$ cat src/rtl/div_sequencer.sv
// rtl/div_sequencer.sv - iterative signed/unsigned restoring divider with pipeline stall sequencing
// Holds the pipeline while dividing, then presents registered results for one Done cycle.
module div_sequencer #(
   parameter int WIDTH = 16
) (
   input  logic             clk,
   input  logic             rst,
   input  logic             start,
   input  logic             Signed,
   input  logic [WIDTH-1:0] Dividend,
   input  logic [WIDTH-1:0] Divisor,
   output logic [WIDTH-1:0] Quotient,
   output logic [WIDTH-1:0] Remainder,
   output logic             DivByZero,
   output logic             Done,
   output logic             DivStall
);

   localparam int CW = $clog2(WIDTH + 1);

   typedef enum logic [2:0] {IDLE, PREP, CALC, FIX, DONE} state_t;

   state_t           state;
   logic             signed_q;
   logic [WIDTH-1:0] dvd_q;
   logic [WIDTH-1:0] dvs_q;
   logic             neg_q;
   logic             neg_r;
   logic [WIDTH-1:0] rem;
   logic [WIDTH-1:0] quo;
   logic [CW-1:0]    count;

   logic [WIDTH-1:0] dvd_mag;
   logic [WIDTH-1:0] dvs_mag;
   logic [WIDTH:0]   shifted;
   logic             fits;
   logic [WIDTH-1:0] diff;

   always_comb begin
      dvd_mag = dvd_q;
      dvs_mag = dvs_q;
      if (signed_q && dvd_q[WIDTH-1]) dvd_mag = -dvd_q;
      if (signed_q && dvs_q[WIDTH-1]) dvs_mag = -dvs_q;
      shifted = {rem, quo[WIDTH-1]};
      fits    = shifted >= {1'b0, dvs_q};
      // When the divisor fits, the difference is below 2^WIDTH, so the low bits are exact.
      diff    = shifted[WIDTH-1:0] - dvs_q;
   end

   assign DivStall = (state == PREP) || (state == CALC) || (state == FIX) ||
                     ((state == IDLE) && start);

   always_ff @(posedge clk) begin
      if (!rst) begin
         state     <= IDLE;
         signed_q  <= 1'b0;
         dvd_q     <= '0;
         dvs_q     <= '0;
         neg_q     <= 1'b0;
         neg_r     <= 1'b0;
         rem       <= '0;
         quo       <= '0;
         count     <= '0;
         Quotient  <= '0;
         Remainder <= '0;
         DivByZero <= 1'b0;
         Done      <= 1'b0;
      end else begin
         case (state)
            IDLE: begin
               if (start) begin
                  signed_q <= Signed;
                  dvd_q    <= Dividend;
                  dvs_q    <= Divisor;
                  state    <= PREP;
               end
            end
            PREP: begin
               if (dvs_q == '0) begin
                  Quotient  <= '1;
                  Remainder <= dvd_q;
                  DivByZero <= 1'b1;
                  Done      <= 1'b1;
                  state     <= DONE;
               end else begin
                  // From here on dvs_q holds the divisor magnitude.
                  quo   <= dvd_mag;
                  dvs_q <= dvs_mag;
                  neg_q <= signed_q & (dvd_q[WIDTH-1] ^ dvs_q[WIDTH-1]);
                  neg_r <= signed_q & dvd_q[WIDTH-1];
                  rem   <= '0;
                  count <= CW'(WIDTH - 1);
                  state <= CALC;
               end
            end
            CALC: begin
               if (fits) begin
                  rem <= diff;
                  quo <= {quo[WIDTH-2:0], 1'b1};
               end else begin
                  rem <= shifted[WIDTH-1:0];
                  quo <= {quo[WIDTH-2:0], 1'b0};
               end
               count <= count - 1'b1;
               if (count == '0) state <= FIX;
            end
            FIX: begin
               Quotient  <= neg_q ? -quo : quo;
               Remainder <= neg_r ? -rem : rem;
               DivByZero <= 1'b0;
               Done      <= 1'b1;
               state     <= DONE;
            end
            DONE: begin
               Done  <= 1'b0;
               state <= IDLE;
            end
            default: state <= IDLE;
         endcase
      end
   end

endmodule
$ cat config.mk
export PLATFORM = sky130hd
export DESIGN_NAME = div_sequencer
export DESIGN_NICKNAME = d
export VERILOG_FILES = /design/src/rtl/div_sequencer.sv
export SDC_FILE = /design/constraint.sdc
export NUM_CORES = 1
export LEC_CHECK = 0
export ABC_AREA = 1
export BUFFER_PORTS_ARGS = -buffer_cell sky130_fd_sc_hd__buf_2
export CORE_MARGIN = 3
export CORE_UTILIZATION = 55
export CTS_BUF_LIST = sky130_fd_sc_hd__clkbuf_4
export DETAILED_ROUTE_END_ITERATION = 8
export PLACE_DENSITY = 0.75
export SYNTH_ARGS = -nofsm -noshare
export SYNTH_HDL_FRONTEND = slang
export SYNTH_SLANG_ARGS = --single-unit
$ cat constraint.sdc
create_clock -name clk -period 3 [get_ports clk]
set_clock_uncertainty 0.15 [all_clocks]
set_input_delay 0.6 -clock clk [delete_from_list [all_inputs] [get_ports clk]]
set_output_delay 0.6 -clock clk [all_outputs]
set_load 0.02 [all_outputs]
==> flow_metrics.tcl <==
set metrics [dict create \
    ys_seq_elements 109 \
    grt_use_met2 0.388 \
    worstPathRequired_ps 3250 \
    drt_iter0_markers 758 \
    hold_viol_final 0 \
    track_usage 0.283 \
    synthCells 1078 \
    drv_cap 0 \
    seqCellArea_mm2 0.00218 \
    dieArea_mm2 0.0139 \
    diodes 0 \
    fmax_mhz 384 \
    syn_area_per_cell_um2 6.40 \
    grt_antenna_before_repair 1 \
    cts_buffers 9 \
    fp.dieH_um 118 \
    syn_area_mm2 0.00690 \
    arrival_ps 2850 \
    grt_overflow 0 \
    root_buffer "clkbuf_4" \
    rows 40 \
    mostFrequentLayoutCell "nand2_1" \
    fillers 1210 \
    period_minus_slack_ps 2600 \
    ys_seq_area_frac 0.316 \
    relSlewSlack 0.392 \
    crit_type "reg2reg" \
    synthesis.nets 1137 \
    cts_hold_buffers 0 \
    path_clk_slew_ps 160 \
    synth.distinct_cells 46 \
    start_util 0.567 \
    met3_usage 0.0668 \
    grt_pass1_vias 6260 \
    ant_nets 0 \
    drive_above_1_share 0.102 \
    end_kind "flip-flop" \
    powerDensity_mw_per_mm2 801 \
    total_power_mw 5.97 \
    viasPerCell 5.55 \
    cts_setup_buffers 0 \
    multiInputGateArea_mm2 0.00397 \
    outcome "completed" \
    async_flop_share 0 \
    fp.coreArea_mm2 0.0122 \
    ir_worst_vdd_mv 0.379 \
    min_period_over_period 0.868 \
    drc 0 \
    first_pass_iters 8 \
    area_growth_pct 7.99 \
    hold_class "in2reg" \
    grt_max_degree 74 \
    cts_tree "built" \
    use_met1 0.445 \
    routedWlPerCell_um 15.2 \
    synth_edf_count 0 \
    nets 1187 \
    vias 7220 \
    final_cell_mix "230 x nand2_1, 138 x inv_1, 120 x nand3_1, 111 x o21ai_0, 109 x dfxtp_1" \
    rsz0062_at_grt "false" \
    cts_max_level 3 \
    yosysTopAreaCellShare 0.316 \
    fin_setup_tns_ps 0 \
    tightest_slew_ps 912 \
    top_usage_layer "met1" \
    io_buffers 70 \
    io_pins 71 \
    yosysTopAreaCell "dfxtp_1" \
    cts.sinks 109 \
    setup_violations 0 \
    synth_top_flop_cell "dfxtp_1" \
    p_leak_nw 3.53 \
    cts_resized 0 \
    drv_slew 0 \
    path_max_fanout 17 \
    drt-total-wl_um 19800 \
    cts.path.max_buffers 2 \
    clk_latency_ps 490 \
    grt_pass1_wl_um 32100 \
    dieWidth_um 118 \
    synthTopCellsByArea "dfxtp_1 32%, nand2_1 13%, nand3_1 8.7%" \
    place.gp.congestion 0.998 \
    start_kind "flip-flop" \
    hpwlAfterDp_um 14900 \
    yosysWarnings 0 \
]
[cells in the mapped netlist (9+ instances only)]
cell      count
nand2_1     230
inv_1       138
nand3_1     120
o21ai_0     111
dfxtp_1     109
a21oi_1      95
nor2_1       94
clkbuf_1     22
ha_1         22
a31oi_1      14
nand4_1      12
xor2_1       12
buf_2        10
o211ai_1      9
[area by class of cell]
cell class,instances,share of cell area
sequential,109,0.293
multi-input combinational,783,0.532
tap,168,0.0282
clock inverter,4,0.00336
inverter,146,0.0739
clock buffer,12,0.0121
timing repair buffer,79,0.0577
[path summary, 6_finish.rpt]
check / start / to / slack (ps) / cells past startpoint
worst max-delay path: dvs_q[11]$_SDFFE_PN0P_ / quo[0]$_SDFFE_PN0P_ / 400 / 14
worst min-delay path: Dividend[6] / dvd_q[6]$_SDFFE_PN0P_ / 190 / 3
worst max register to register: dvs_q[11]$_SDFFE_PN0P_ / quo[0]$_SDFFE_PN0P_ / 400 / 14
worst min register to register: Remainder[4]$_SDFFE_PN0P_ / Remainder[4]$_SDFFE_PN0P_ / 350 / 2
[sequential cells by signal, summed over array words and instances, names as in the netlist, 3 cells and up]
signal,flops
state,3
quo,16
Quotient,16
count,5
dvs_q,16
dvd_q,16
Remainder,16
rem,16
[layer usage]
metal  wire [um]  part of all wire
met5           8           0.00040
met4         200             0.010
met3        1990              0.10
met2        7810              0.39
met1        9840              0.50
[through the flow]
| step | hold slack, ps | instance area, um2 | instances | setup WS (ps) | util |
|---|---|---|---|---|---|
| 6_report | 192 | 7450 | 1301 | 397 | 0.613 |
| 5_1_grt | 185 | 7450 | 1301 | 120 | 0.613 |
| 4_1_cts | 171 | 7450 | 1301 | 414 | 0.613 |
| 3_5_place_dp | 313 | 7340 | 1285 | 449 | 0.603 |
| 3_3_place_gp | 307 | 7340 | 1285 | 509 | 0.603 |
| 2_1_floorplan | 307 | 6900 | 1078 | 935 | - |
[where the power goes]
group | switching [mW] | leakage (nW) | internal, mW
clock | 0.491 | 0.0650 | 0.197
sequential | 0.293 | 0.891 | 1.74
combinational | 2.19 | 2.57 | 1.06
[critical path, cell delays in order (launching register included)]
cell      delay (ps)
dfxtp_1          370
clkinv_1         210
ha_1             420
nand2_1          110
inv_1             40
nand2_1           50
nand2_1           60
nand2_1           50
nand2_1           70
nor2_4           330
nand2_4          200
nand2_1          130
o21ai_0          100
o21ai_0          160
inv_1             50
[cell families after synthesis]
logic type	count (synthesis)	synth area share
AOI/OAI and AO/OA	253	0.199
xor gates and xnor gates	18	0.0228
adders and majority gates	23	0.0428
buffers and inverters	186	0.109
DFF	109	0.316
and+or+nand+nor	489	0.310
No activity file was read; power rests on OpenSTA's default activity.
